===== config.mk =====
export PLATFORM = sky130hd
export DESIGN_NAME = coarse_peak_finder_flat
export DESIGN_NICKNAME = d
export VERILOG_FILES = /design/src/rtl/coarse_peak_finder_pkg.sv /design/src/rtl/coarse_peak_finder_if.sv /design/src/rtl/coarse_peak_finder_compare.sv /design/src/rtl/coarse_peak_finder.sv /design/src/flat_wrapper.sv
export SDC_FILE = /design/constraint.sdc
export NUM_CORES = 1
export LEC_CHECK = 0
export ABC_AREA = 1
export BUFFER_PORTS_ARGS = -buffer_cell sky130_fd_sc_hd__buf_2
export CORE_MARGIN = 2
export CORE_UTILIZATION = 30
export CTS_CLUSTER_DIAMETER = 40
export DETAILED_ROUTE_END_ITERATION = 8
export GPL_TIMING_DRIVEN = 0
export PLACE_DENSITY_LB_ADDON = 0.1
export SYNTH_ARGS = -nofsm -noshare
export SYNTH_HDL_FRONTEND = slang
export SYNTH_SLANG_ARGS = --single-unit

===== constraint.sdc =====
create_clock -name clk -period 3.09 [get_ports clk]
set_input_delay 0.4635 -clock clk [delete_from_list [all_inputs] [get_ports clk]]
set_output_delay 0.4635 -clock clk [all_outputs]
set_load 0.005 [all_outputs]

===== src/rtl/coarse_peak_finder_pkg.sv =====
// Shared definitions for the coarse peak finder.
// Bin index width defaults to the SiFH-wide Nb value (8),
// so the scan always covers the same bin range as the histogram BRAM.
// Contents: default widths, FSM state enum, helper for the bin count N.
package coarse_peak_finder_pkg;

  localparam int NB_DEFAULT = 8;

  localparam int CNT_W_DEFAULT = 16;

  typedef enum logic [1:0] {
    IDLE,
    SCAN,
    DRAIN,
    DONE
  } state_e;

  // Number of histogram bins covered by one scan (N = 2^NB).
  function automatic int num_bins(input int nb);
    return 1 << nb;
  endfunction

endpackage


===== src/rtl/coarse_peak_finder_if.sv =====
// Histogram BRAM port bundle used by the coarse peak finder.
// master: the peak finder (drives read address/enable and clear writes).
// slave : the histogram BRAM (returns read data one cycle after rd_en).
// Signals: rd_en, rd_addr[NB], rd_data[CNT_W], wr_en, wr_addr[NB], wr_data[CNT_W].
interface coarse_peak_finder_if #(
  parameter int NB    = 8,
  parameter int CNT_W = 16
);
  logic             rd_en;
  logic [NB-1:0]    rd_addr;
  logic [CNT_W-1:0] rd_data;
  logic             wr_en;
  logic [NB-1:0]    wr_addr;
  logic [CNT_W-1:0] wr_data;

  modport master (
    output rd_en, rd_addr, wr_en, wr_addr, wr_data,
    input  rd_data
  );

  modport slave (
    input  rd_en, rd_addr, wr_en, wr_addr, wr_data,
    output rd_data
  );
endinterface


===== src/rtl/coarse_peak_finder_compare.sv =====
// peak_compare_reg: running maximum/index register for the peak scan.
// Ports: clk, res (sync, active-high), clr (sync clear to 0/0),
//   upd_en (a valid bin is presented), data/idx (bin count and index),
//   max_nxt/idx_nxt (value the register will hold after this edge).
// A strict greater-than compare means ties keep the earlier (lower) index.
module peak_compare_reg #(
  parameter int NB    = 8,
  parameter int CNT_W = 16
) (
  input  logic             clk,
  input  logic             res,
  input  logic             clr,
  input  logic             upd_en,
  input  logic [CNT_W-1:0] data,
  input  logic [NB-1:0]    idx,
  output logic [CNT_W-1:0] max_nxt,
  output logic [NB-1:0]    idx_nxt
);
  logic [CNT_W-1:0] max_q, max_d;
  logic [NB-1:0]    idx_q, idx_d;

  always_comb begin
    max_d = max_q;
    idx_d = idx_q;
    if (upd_en && (data > max_q)) begin
      max_d = data;
      idx_d = idx;
    end
  end

  // The top level latches the final result in the same cycle as the last
  // compare, so it needs the post-update value rather than the register.
  assign max_nxt = max_d;
  assign idx_nxt = idx_d;

  always_ff @(posedge clk) begin
    if (res || clr) begin
      max_q <= '0;
      idx_q <= '0;
    end else begin
      max_q <= max_d;
      idx_q <= idx_d;
    end
  end
endmodule


===== src/rtl/coarse_peak_finder.sv =====
// coarse_peak_finder: scans one pixel's coarse histogram (N = 2^NB bins)
// and reports the bin with the largest count, optionally zeroing each bin
// as it is read.
// Ports: clk, res (sync, active-high), start, clear_en (sampled with an
//   accepted start), bram (histogram BRAM master port), busy, peakCH,
//   peakCount, peakValid, peakDone (one-cycle result strobe).
// Timing from the accepting cycle C0: reads C1..CN, compares C2..C(N+1),
// peakDone in C(N+2), back in IDLE from C(N+3).
module coarse_peak_finder
  import coarse_peak_finder_pkg::*;
#(
  parameter int NB        = NB_DEFAULT,
  parameter int CNT_W     = CNT_W_DEFAULT,
  parameter int MIN_COUNT = 1
) (
  input  logic                  clk,
  input  logic                  res,
  input  logic                  start,
  input  logic                  clear_en,
  coarse_peak_finder_if.master  bram,
  output logic                  busy,
  output logic [NB-1:0]         peakCH,
  output logic [CNT_W-1:0]      peakCount,
  output logic                  peakValid,
  output logic                  peakDone
);
  localparam int            N         = num_bins(NB);
  localparam logic [NB-1:0] LAST_ADDR = NB'(N - 1);

  state_e           state_q, state_d;
  logic             rd_en_q, rd_en_d;
  logic [NB-1:0]    rd_addr_q, rd_addr_d;
  logic             clear_q, clear_d;
  logic             cmp_valid_q, cmp_valid_d;
  logic [NB-1:0]    cmp_addr_q, cmp_addr_d;
  logic             wr_en_q, wr_en_d;
  logic             busy_q, busy_d;
  logic [NB-1:0]    peak_ch_q, peak_ch_d;
  logic [CNT_W-1:0] peak_count_q, peak_count_d;
  logic             peak_valid_q, peak_valid_d;
  logic             peak_done_q, peak_done_d;
  logic             cmp_clr;
  logic [CNT_W-1:0] max_nxt;
  logic [NB-1:0]    idx_nxt;

  peak_compare_reg #(
    .NB    (NB),
    .CNT_W (CNT_W)
  ) u_cmp (
    .clk     (clk),
    .res     (res),
    .clr     (cmp_clr),
    .upd_en  (cmp_valid_q),
    .data    (bram.rd_data),
    .idx     (cmp_addr_q),
    .max_nxt (max_nxt),
    .idx_nxt (idx_nxt)
  );

  // Next-state logic. The compare stage trails the read stage by exactly
  // one cycle (BRAM latency), so the compare valid/address and the clear
  // write are simply the previous cycle's read enable/address.
  always_comb begin
    state_d      = state_q;
    rd_en_d      = 1'b0;
    rd_addr_d    = rd_addr_q;
    clear_d      = clear_q;
    cmp_valid_d  = rd_en_q;
    cmp_addr_d   = rd_en_q ? rd_addr_q : cmp_addr_q;
    wr_en_d      = rd_en_q & clear_q;
    peak_ch_d    = peak_ch_q;
    peak_count_d = peak_count_q;
    peak_valid_d = peak_valid_q;
    peak_done_d  = 1'b0;
    cmp_clr      = 1'b0;

    case (state_q)
      IDLE: begin
        if (start) begin
          state_d   = SCAN;
          rd_en_d   = 1'b1;
          rd_addr_d = '0;
          clear_d   = clear_en;
          cmp_clr   = 1'b1;
        end
      end
      SCAN: begin
        if (rd_addr_q == LAST_ADDR) begin
          state_d = DRAIN;
        end else begin
          rd_en_d   = 1'b1;
          rd_addr_d = rd_addr_q + 1'b1;
        end
      end
      DRAIN: begin
        // Last bin is being compared now; capture the post-compare result.
        state_d      = DONE;
        peak_ch_d    = idx_nxt;
        peak_count_d = max_nxt;
        peak_valid_d = (max_nxt >= CNT_W'(MIN_COUNT));
        peak_done_d  = 1'b1;
      end
      DONE: begin
        state_d = IDLE;
      end
      default: begin
        state_d = IDLE;
      end
    endcase

    busy_d = (state_d != IDLE);
  end

  // All state and outputs registered; reset returns everything to zero.
  always_ff @(posedge clk) begin
    if (res) begin
      state_q      <= IDLE;
      rd_en_q      <= 1'b0;
      rd_addr_q    <= '0;
      clear_q      <= 1'b0;
      cmp_valid_q  <= 1'b0;
      cmp_addr_q   <= '0;
      wr_en_q      <= 1'b0;
      busy_q       <= 1'b0;
      peak_ch_q    <= '0;
      peak_count_q <= '0;
      peak_valid_q <= 1'b0;
      peak_done_q  <= 1'b0;
    end else begin
      state_q      <= state_d;
      rd_en_q      <= rd_en_d;
      rd_addr_q    <= rd_addr_d;
      clear_q      <= clear_d;
      cmp_valid_q  <= cmp_valid_d;
      cmp_addr_q   <= cmp_addr_d;
      wr_en_q      <= wr_en_d;
      busy_q       <= busy_d;
      peak_ch_q    <= peak_ch_d;
      peak_count_q <= peak_count_d;
      peak_valid_q <= peak_valid_d;
      peak_done_q  <= peak_done_d;
    end
  end

  assign bram.rd_en   = rd_en_q;
  assign bram.rd_addr = rd_addr_q;
  assign bram.wr_en   = wr_en_q;
  assign bram.wr_addr = cmp_addr_q;
  assign bram.wr_data = '0;
  assign busy         = busy_q;
  assign peakCH       = peak_ch_q;
  assign peakCount    = peak_count_q;
  assign peakValid    = peak_valid_q;
  assign peakDone     = peak_done_q;
endmodule


===== src/flat_wrapper.sv =====
// flat-port wrapper written by rule: the top's interface ports become plain ports
module coarse_peak_finder_flat import coarse_peak_finder_pkg::*;
#(
  parameter int NB        = NB_DEFAULT,
  parameter int CNT_W     = CNT_W_DEFAULT,
  parameter int MIN_COUNT = 1
)
  (clk, res, start, clear_en, busy, peakCH, peakCount, peakValid, peakDone, bram_rd_en, bram_rd_addr, bram_wr_en, bram_wr_addr, bram_wr_data, bram_rd_data);
  coarse_peak_finder_if #(.NB(NB), .CNT_W(CNT_W)) bram_i ();
  input  logic clk;
  input  logic res;
  input  logic start;
  input  logic clear_en;
  output logic busy;
  output logic [NB-1:0] peakCH;
  output logic [CNT_W-1:0] peakCount;
  output logic peakValid;
  output logic peakDone;
  output wire logic [$bits(bram_i.rd_en)-1:0] bram_rd_en;
  output wire logic [$bits(bram_i.rd_addr)-1:0] bram_rd_addr;
  output wire logic [$bits(bram_i.wr_en)-1:0] bram_wr_en;
  output wire logic [$bits(bram_i.wr_addr)-1:0] bram_wr_addr;
  output wire logic [$bits(bram_i.wr_data)-1:0] bram_wr_data;
  input wire logic [$bits(bram_i.rd_data)-1:0] bram_rd_data;
  assign bram_rd_en = bram_i.rd_en;
  assign bram_rd_addr = bram_i.rd_addr;
  assign bram_wr_en = bram_i.wr_en;
  assign bram_wr_addr = bram_i.wr_addr;
  assign bram_wr_data = bram_i.wr_data;
  assign bram_i.rd_data = bram_rd_data;
  coarse_peak_finder #(.NB(NB), .CNT_W(CNT_W), .MIN_COUNT(MIN_COUNT)) u_core (.clk(clk), .res(res), .start(start), .clear_en(clear_en), .bram(bram_i), .busy(busy), .peakCH(peakCH), .peakCount(peakCount), .peakValid(peakValid), .peakDone(peakDone));
endmodule

==> results of run 1 <==
-- cell usage after synthesis, types with 4 or more instances --
master	n
a21oi_1	20
buf_4	16
clkbuf_1	9
dfxtp_1	73
ha_1	17
inv_1	67
mux2i_1	8
nand2_1	83
nand3_1	13
nand3b_1	8
nor2_1	49
nor3_1	4
o211ai_1	23
o21ai_0	12
-- cell type report --
| class | count | area [µm²] |
|---|---|---|
| Tap cell | 140 | 175 |
| Timing Repair Buffer | 63 | 315 |
| Multi-Input combinational cell | 274 | 1490 |
| Clock inverter | 5 | 103 |
| Buffer | 33 | 213 |
| Inverter | 68 | 255 |
| Fill cell | 1167 | 6730 |
| Clock buffer | 11 | 141 |
| Sequential cell | 73 | 1460 |
-- how the worst max path moves through the flow --
| stage | end | depth (start not counted) | slack [ps] | start |
|---|---|---|---|---|
| final | u_core.peakValid | 15 | 820 | u_core.u_cmp.max_q[15] |
| after global routing | u_core.peakCH[3] | 14 | 600 | u_core.u_cmp.max_q[5] |
| after CTS | u_core.peakValid | 17 | 840 | u_core.u_cmp.max_q[5] |
| after detailed placement | u_core.peakValid | 15 | 600 | bram_rd_data[15] |
| after global placement | u_core.peakValid | 15 | 590 | bram_rd_data[15] |
| after floorplan | u_core.peakCH[0] | 11 | 1050 | bram_rd_data[11] |
-- through the flow --
step / hold WS (ps) / utilization (%) / cell area (µm²)
global placement: 437 / 35.9 / 3910
CTS: 392 / 38.2 / 4160
finish: 399 / 38.2 / 4160
floorplan: 421 / - / 3420
detailed placement: 441 / 35.9 / 3910
global route: 400 / 38.2 / 4160
-- layer usage --
layer | track usage [%] | up-vias | share of wire (%)
li1 | - | 1514 | -
met1 | 20.6 | 1270 | 51
met2 | 22.9 | 58 | 43
met3 | 2.73 | 9 | 4.8
met4 | 6.51 | 0 | 1.6
met5 | 0 | - | 0
-- cells by family after synthesis --
logic type               Yosys count
AO/OA/AOI/OAI                     64
XOR/XNOR                           1
multiplexers                       8
buffers and inverters            101
adder cells (fa/ha/maj)           17
AND/OR/NAND/NOR                  168
other                              1
flip-flops                        73
-- worst max-delay path, cell delays in order (launching register included) --
cell and delay (ps):
dfxtp_1 310, inv_1 60, ha_1 290, a21oi_1 140, o21ai_0 120, a21oi_1 230
nand2_4 140, nand2_8 120, buf_8 140, nand2_1 60, nand2_2 80, nand2_1 50
nor2_1 150, nand3_1 90, nor2_1 110, nor2_1 50
-- registers in the layout (all words and copies together), names as in the netlist --
name and count:
u_core.bram.rd_en 1, u_core.u_cmp.idx_q 8, u_core.state_q 2, u_core.bram.wr_addr 8, u_core.bram.wr_en 1, u_core.cmp_valid_q 1
u_core.peakCount 16, u_core.u_cmp.max_q 16, u_core.clear_q 1, u_core.busy 1, u_core.peakValid 1, u_core.bram.rd_addr 8
u_core.peakDone 1, u_core.peakCH 8
-- report_power, final --
group          leakage (µW)  switching (µW)  internal, µW
Combinational       0.00142             141          91.0
Clock              0.000120             357           558
Sequential         0.000591            16.9           964
Total               0.00213             515          1610
==> impl_metrics.csv, run 1 <==
group,metric,value,unit
synthesis,ys_ff_latch,73,
power,total_power,2130,µW
setup_path,critPathKind,"reg -> reg",
clock_tree,cts_max_level,3,
synthesis,yosys.area.top_type,"dfxtp_1",
clock_tree,cts_resized,0,
sta,min_period_over_period,73.3,%
die,dieWidth,110,µm
detailed_routing,viasPerCell,4.27,
setup_path,cp-start-kind,"flop",
sta,fmax,441,MHz
setup_path,ff2ff_setup_slack,820,ps
clock_tree,postCtsHoldBufs,0,
detailed_routing,drt-total-wl,8.44,mm
global_routing,overflow,0,
synthesis,synth_area_leaders,"dfxtp_1 43%, nand2_1 9.3%, inv_1 7.5%",
final_layout,antennaDiodeCount,0,
clock_tree,cts_sinks,73,
clock_tree,clkSlewWorstSetupHoldPaths,80,ps
sta,finalMaxSlewViolations,0,
flow_run,drv_cap,0,
setup_path,crit_fanout,10,
sta,period_needed,2270,ps
final_layout,final_common_cell,"nand2_1",
synthesis,syn_inst,433,
detailed_routing,firstDrtPassIters,4,
placed_design,gp_congestion,0.777,
setup_path,arrival,2510,ps
final_layout,nNetsFinal,559,
synthesis,ys_seq_area_share,43.4,%
hold_path,whs_endpoint,"u_core.clear_q",
synthesis,ys_async_sr_fraction,0,%
detailed_routing,vias,2851,
clock_tree,clkLatencyLatePin,340,ps
sta,rsz0062_at_grt,"false",
die,core-area,10900,µm²
synthesis,synth_area,3370,µm²
detailed_routing,drt_iter0_drc,144,
die,dieArea,12100,µm²
setup_path,required,3330,ps
die,floorplan.initialDensity,30.9,%
clock_tree,cts_setup_buffers,0,
synthesis,yosys_warnings,0,
clock_tree,cts.path.max_buffers,2,
sta,setup_tns,0,ps
power,power_leakage,0.00213,µW
power,power.density,512,nW/µm²
final_layout,drive_gt1_share,20.5,%
placed_design,dp_cells,651,
synthesis,synth-compound-area-share,11.9,%
sta,worst_slack,824,ps
synthesis,synthAdderAreaFrac,6.32,%
hold_path,hold_class,"in -> reg",
sta,setup_violations,0,
global_routing,grt_usage,15.0,%
final_layout,final_cell_mix,"83 x nand2_1, 73 x dfxtp_1, 67 x inv_1",
clock_tree,cts_tree,"yes",
setup_path,r2r-start,"u_core.u_cmp.max_q[15]",
synthesis,synth_flop_cell,"dfxtp_1",
global_routing,grt_pass1_vias,2705,
setup_path,rr_endpoint,"u_core.peakValid",
detailed_routing,drc,0,
synthesis,synthMuxAreaShare,2.38,%
synthesis,yosys.area_share.xor_xnor,0.260,%
die,rows,38,
global_routing,antenna_found_initial,0,
die,io_pins,81,
synthesis,synth_top_family_by_area,"simple AND/OR/NAND/NOR gates",
synthesis,synth_top_area_share,43.4,%
sta,hold_viol,0,
sta,relSlewSlack,60.2,%
setup_path,endpoint_kind,"flop",
run_status,outcome,"finished, final reports clean",
synthesis,synth_edf_count,0,
hold_path,min-delay-start,"clear_en",
synthesis,synth-simple-area-share,21.7,%
placed_design,dp_hpwl,6.43,mm
placed_design,pre_cts_slack,604,ps
clock_tree,cts-buffers-inserted,9,
detailed_routing,wire_per_inst,12.7,µm
final_layout,finalNonFillerCells,667,
placed_design,io_buffers,63,
setup_path,rr_worst_depth,15,
global_routing,grt_first_pass_wirelength,13.7,mm
sta,worst_pin_slew,596,ps
synthesis,syn_avg_cell_area,7.78,µm²
power,ir_worst_vdd,0.224,mV
die,fp.dieH,110,µm
global_routing,grt_max_degree,13,
synthesis,synth_cell_types,36,
detailed_routing,ant_nets,0,
sta,clock_skew,6.43,ps
clock_tree,cts-root-buf,"clkbuf_8",
hold_path,whs_path_depth,3,
final_layout,syn2layout_area_growth,23.5,%
(Power assumes the default switching activity.)
==> run 2: changes to the inputs <==
clock period = 2.4 ns   (was 3.09 ns; I/O delays follow)
==> run 2 against run 1 <==
Net effect:
- via count decreased by 0.60%
- power is 30% higher
- utilization rose by 0.44 points
- first-iteration DRC count down 20%
- clock power increased by 29%
- sequential power is 29% higher
- design area up 1.1%
- worst hold slack worse by 100 ps
- critical path type unchanged
- critical endpoint unchanged
- largest power group unchanged
==> impl_metrics.csv, run 2 (synthesized netlist as in run 1, its figures left out) <==
group,metric,value,unit
run_status,outcome,"finished, final reports clean",
die,core-area,10900,µm²
global_routing,grt_usage,15.0,%
setup_path,rr_worst_depth,15,
detailed_routing,drt_iter0_drc,115,
clock_tree,cts_max_level,3,
sta,period_needed,2180,ps
final_layout,final_util,38.6,%
final_layout,syn2layout_area_growth,24.9,%
power,ir_worst_vdd,0.289,mV
final_layout,finalNonFillerCells,669,
placed_design,dp_hpwl,6.43,mm
detailed_routing,ant_nets,0,
setup_path,arrival,2420,ps
sta,rsz0062_at_grt,"false",
clock_tree,cts-buffers-inserted,9,
global_routing,antenna_found_initial,0,
placed_design,io_buffers,63,
flow_run,drv_cap,0,
setup_path,required,2640,ps
final_layout,fill_cells,1160,
global_routing,overflow,0,
final_layout,nNetsFinal,561,
setup_path,critPathKind,"reg -> reg",
sta,clock_skew,7.28,ps
clock_tree,cts.path.max_buffers,2,
sta,worst_pin_slew,575,ps
hold_path,hold_class,"in -> reg",
power,power_leakage,0.00214,µW
clock_tree,cts_sinks,73,
sta,finalMaxSlewViolations,0,
power,combPwrFrac,11.3,%
clock_tree,clkSlewWorstSetupHoldPaths,80,ps
setup_path,endpoint_kind,"flop",
die,floorplan.initialDensity,30.9,%
power,p_switching,674,µW
final_layout,regArea,1460,µm²
setup_path,ff2ff_setup_slack,220,ps
detailed_routing,firstDrtPassIters,4,
sta,setup_violations,0,
die,dieArea,12100,µm²
power,switching_share,24.4,%
clock_tree,cts_tree,"yes",
power,clockPowerShare,42.9,%
final_layout,design_area,4210,µm²
final_layout,antennaDiodeCount,0,
detailed_routing,wire_per_inst,12.7,µm
detailed_routing,vias,2834,
setup_path,crit_fanout,10,
final_layout,multi_input_area,1520,µm²
power,p_int,2080,µW
clock_tree,cts-root-buf,"clkbuf_8",
detailed_routing,viasPerCell,4.24,
power,total_power,2760,µW
die,dieWidth,110,µm
placed_design,place_area,3910,µm²
die,fp.dieH,110,µm
setup_path,cp-start-kind,"flop",
die,rows,38,
sta,relSlewSlack,61.6,%
power,seq_power_share,45.8,%
setup_path,r2r-start,"u_core.u_cmp.max_q[15]",
power,power.density,656,nW/µm²
detailed_routing,drc,0,
placed_design,gp_congestion,0.777,
final_layout,drive_gt1_share,21.9,%
clock_tree,clkLatencyLatePin,350,ps
hold_path,whs_path_depth,3,
sta,hold_viol,0,
final_layout,final_common_cell,"nand2_1",
setup_path,startpoint,"u_core.u_cmp.max_q[15]",
die,io_pins,81,
placed_design,dp_cells,651,
final_layout,final_cell_mix,"81 x nand2_1, 73 x dfxtp_1, 67 x inv_1",
hold_path,min-delay-start,"clear_en",
detailed_routing,drt-total-wl,8.47,mm
sta,fmax,459,MHz
clock_tree,postCtsHoldBufs,0,
sta,min_period_over_period,90.8,%
sta,setup_tns,0,ps
global_routing,grt_pass1_vias,2705,
global_routing,grt_first_pass_wirelength,13.7,mm
global_routing,grt_max_degree,13,
==> run 2: changes by cell type in the layout (fill, tap and decap cells not counted) <==
cell     change
buf_2        -1
buf_8        +1
mux2i_4      +1
nand2_2      +2
buf_4        +3
mux2i_1      -1
a21oi_1      -1
nor2_2       +2
nor2_1       -2
a21oi_2      +1
buf_6        -1
nand2_1      -2
==> run 2: stage by stage <==
| step | worst slack, ps | hold slack [ps] |
|---|---|---|
| 5_1_grt | 3.50 | 297 |
| 6_report | 220 | 296 |
| 2_1_floorplan | 467 | 421 |
| 3_5_place_dp | 17.1 | 441 |
| 3_3_place_gp | 1.47 | 437 |
| 4_1_cts | 148 | 288 |
==> run 2: what timing repair did <==
item	4_1_cts	5_1_grt
setup buffers	0	2
endpoints found under the setup margin	0	7
resized for setup	0	10
endpoints found under the hold margin	0	0
==> run 2: cell type report <==
class                   count  share of cell area, %
repair buffers             65                   7.85
clock buffers              11                   3.36
multi-input cells         274                   36.2
clock inverters             5                   2.44
well taps                 140                   4.17
plain buffers              33                   5.21
flip-flops and latches     73                   34.8
inverters                  68                   6.07
==> run 2: worst paths after layout <==
check,to
hold / removal,u_core.clear_q
setup reg to reg,u_core.peakValid
hold reg to reg,u_core.bram.wr_en
setup / recovery,u_core.peakValid
==> run 2: power groups by stage <==
| stage | Sequential, µW | Combinational, µW | Clock (µW) |
|---|---|---|---|
| detailed placement | 1290 | 301 | 0 |
| finish | 1260 | 310 | 1180 |
| global route | 1270 | 357 | 1280 |
| CTS | 1260 | 303 | 1210 |
| floorplan | 1290 | 206 | 0 |
| global placement | 1290 | 301 | 0 |
==> run 2: worst max-delay path: stages (launching register included) <==
cell and delay [ps]:
dfxtp_1 310, inv_1 60, ha_1 290, a21oi_1 140, o21ai_0 110, a21oi_1 230, nand2_4 120, nand2_8 130
buf_8 140, nand2_1 60, nand2_2 90, nand2_1 70, nor2_2 110, nand3_1 80, nor2_1 100, nor2_1 50
==> run 2: metal layers <==
layer,part of all wire (%),track usage (%),vias to the layer above
met5,0,0,-
met4,1.6,6.51,0
met3,4.3,2.73,9
met2,42,22.9,55
met1,52,20.6,1248
li1,-,-,1522
==> run 3: changes to the inputs <==
SYNTH_HIERARCHICAL = 1   (was unset)
==> run 3 against run 2 <==
Net effect:
- worst hold slack improved by 20 ps
- sequential cell count unchanged
- non-clock buffer count is 19 higher
- die area rose by 13%
- critical endpoint is now u_core/peakValid
- setup slack lost 99 ps
- count of clock-buffer cells in the layout decreased by 2
- clock skew is 1.5 ps higher
==> impl_metrics.csv, run 3 <==
group,metric,value,unit
run_status,outcome,"finished, final reports clean",
synthesis,synth_flop_cell,"dfxtp_1",
power,ir_worst_vdd,0.352,mV
power,switching_share,27.3,%
setup_path,endpoint_kind,"flop",
power,power_leakage,0.00259,µW
synthesis,synth_area,3820,µm²
setup_path,required,2620,ps
die,core-area,12500,µm²
setup_path,arrival,2500,ps
synthesis,ys_async_sr_fraction,0,%
global_routing,grt_usage,15.0,%
setup_path,rr_endpoint,"u_core/peakValid",
placed_design,gp_congestion,0.825,
global_routing,antenna_found_initial,0,
die,dieArea,13600,µm²
final_layout,nNetsFinal,664,
clock_tree,cts_sinks,73,
detailed_routing,drt_iter0_drc,79,
detailed_routing,ant_nets,0,
setup_path,path_cells,"inv_2 > ha_4 > nand2_2 > nor2_4 > nand4_1 > o21a_4 > nand2_8 > clkbuf_16 > nand2_4 > nand2_4 > inv_2 > nor2_1 > nand3_1 > nor3_1 > nand2_1 > nor2_1 > nor2_1",
setup_path,cp-start-kind,"flop",
synthesis,ys_ff_latch,73,
sta,clock_skew,8.82,ps
clock_tree,cts_tree,"yes",
clock_tree,cts_max_level,3,
final_layout,regArea,1470,µm²
sta,period_needed,2280,ps
synthesis,synth_commonest_cells,"84 x inv_1, 76 x nor2_1, 73 x dfxtp_1, 44 x nand2_1, 44 x nand2_2",
hold_path,whs_path_depth,3,
power,p_int,2280,µW
setup_path,ff2ff_setup_slack,120,ps
clock_tree,postCtsHoldBufs,0,
setup_path,cpPeakStageDelay,320,ps
hold_path,min-delay-start,"clear_en",
setup_path,r2r-start,"u_core/u_cmp/max_q[5]",
flow_run,drv_cap,0,
power,combPwrFrac,17.1,%
die,dieWidth,117,µm
final_layout,final_common_cell,"nor2_1",
detailed_routing,wire_per_inst,12.5,µm
final_layout,final_cell_mix,"75 x nor2_1, 70 x inv_1, 68 x dfxtp_1",
synthesis,synth_cell_types,31,
final_layout,drive_gt1_share,41.0,%
global_routing,grt_pass1_vias,3162,
final_layout,finalNonFillerCells,804,
placed_design,place_area,4410,µm²
sta,setup_violations,0,
detailed_routing,vias,3362,
power,seq_power_share,40.5,%
die,io_pins,81,
synthesis,syn_inst,519,
sta,finalMaxSlewViolations,0,
detailed_routing,viasPerCell,4.18,
hold_path,whs_endpoint,"u_core/clear_q",
setup_path,rr_worst_depth,17,
clock_tree,cts-buffers-inserted,9,
sta,relSlewSlack,56.9,%
synthesis,yosysMostFrequentCell,"inv_1",
synthesis,synth_area_leaders,"dfxtp_1 38%, inv_1 8.3%, nor2_1 7.5%",
setup_path,cp_common_cell,"nor2_1",
power,power.density,610,nW/µm²
final_layout,multi_input_area,2030,µm²
clock_tree,clkLatencyLatePin,340,ps
clock_tree,clkSlewWorstSetupHoldPaths,60,ps
die,rows,41,
synthesis,synth_edf_count,0,
final_layout,fill_cells,1359,
global_routing,overflow,0,
detailed_routing,drc,0,
global_routing,grt_first_pass_wirelength,15.6,mm
sta,fmax,439,MHz
synthesis,yosys_warnings,6,
global_routing,grt_max_degree,14,
setup_path,crit_fanout,6,
placed_design,io_buffers,64,
placed_design,dp_cells,770,
placed_design,dp_hpwl,7.53,mm
hold_path,hold_class,"in -> reg",
power,clockPowerShare,42.4,%
die,fp.dieH,117,µm
power,p_switching,855,µW
die,floorplan.initialDensity,30.5,%
synthesis,ys_seq_area_share,38.3,%
final_layout,design_area,5140,µm²
synthesis,syn_avg_cell_area,7.36,µm²
sta,worst_pin_slew,646,ps
synthesis,yosys.area.top_type,"dfxtp_1",
sta,min_period_over_period,95.0,%
setup_path,critPathKind,"reg -> reg",
clock_tree,cts-root-buf,"clkbuf_16",
synthesis,synth_top_area_share,38.3,%
final_layout,syn2layout_area_growth,34.6,%
clock_tree,cts.path.max_buffers,2,
detailed_routing,drt-total-wl,10.0,mm
detailed_routing,firstDrtPassIters,4,
sta,hold_viol,0,
final_layout,antennaDiodeCount,0,
setup_path,cpMaxStageDelayCell,"dfxtp_1",
-- run 3: cell count changes in the layout (fill, tap and decap cells not counted), moves of 12 or more --
cell      delta
nor2_1      +28
nand3_1     +24
ha_4        +12
inv_2       +27
ha_1        -12
o211ai_1    -23
buf_4       +14
o21ai_0     +22
nand2_2     +47
nand2_1     -46
-- run 3: stage by stage --
step                hold WS (ps)  setup TNS (ps)  setup slack (ps)  power [µW]  util, %
finish                       316               0               121        3140     41.1
CTS                          319               0              17.5        3080     37.7
floorplan                    415               0               264        1600        -
global route                 348           -15.0             -15.0        3300     41.1
global placement             431            -149              -149        1720     35.2
detailed placement           431            -159              -159        1730     35.2
-- run 3: timing repair --
action	CTS	global route
pin swaps	0	22
gates cloned	0	2
setup buffers	0	16
endpoints found under the setup margin	1	1
gates resized for setup	1	58
-- run 3: layout make-up --
cell class                      count  share of cell area [%]
Timing Repair Buffer               82                    9.54
Clock buffer                        9                    4.38
Buffer                             35                    5.38
Multi-Input combinational cell    329                    39.5
Tap cell                          172                    4.19
Inverter                           97                    7.09
Clock inverter                      7                    1.39
Sequential cell                    73                    28.6
-- run 3: worst max path at each step --
| stage | start | cells past startpoint | slack (ps) | to |
|---|---|---|---|---|
| final | u_core/u_cmp/max_q[5] | 17 | 120 | u_core/peakValid |
| after global routing | u_core/u_cmp/max_q[15] | 17 | -10 | u_core/peakValid |
| after global placement | bram_rd_data[15] | 17 | -150 | u_core/peakValid |
| after detailed placement | bram_rd_data[11] | 15 | -160 | u_core/peakValid |
| after CTS | u_core/u_cmp/max_q[7] | 15 | 20 | u_core/peakValid |
| after floorplan | bram_rd_data[15] | 16 | 260 | u_core/peakValid |
-- run 3: kinds of logic after synthesis --
logic type               Yosys count  share of synthesized area, %
adder cells (fa/ha/maj)           17                          5.57
other                              1                        0.0982
buffers and inverters            132                          16.6
AND/OR/NAND/NOR                  233                          30.8
AO/OA/AOI/OAI                     63                          8.69
flip-flops                        73                          38.3
-- run 3: critical path: cells and delay by family, from the launching register on --
kind | cells | cell delay, ps
compound gates | 1 | 280
fa+ha+maj | 1 | 270
buf+inv | 3 | 240
flops | 1 | 320
simple gates | 12 | 1050
-- run 3: per-layer routing --
layer  share of wire [%]  routed length, µm  GRT usage, %  vias up
met3                 3.9                391          3.45       13
met4                 1.9                190          6.12        0
met1                  48               4820          19.2     1502
met5                   0                  0             0        -
li1                    -                  -             -     1781
met2                  46               4630          24.3       66
-- run 3: power by group through the flow --
stage | Combinational (µW) | Sequential [µW] | Clock (µW)
2_1_floorplan | 313 | 1290 | 0
3_3_place_gp | 428 | 1300 | 0
3_5_place_dp | 431 | 1300 | 0
4_1_cts | 435 | 1270 | 1370
5_1_grt | 600 | 1270 | 1420
6_report | 536 | 1270 | 1330
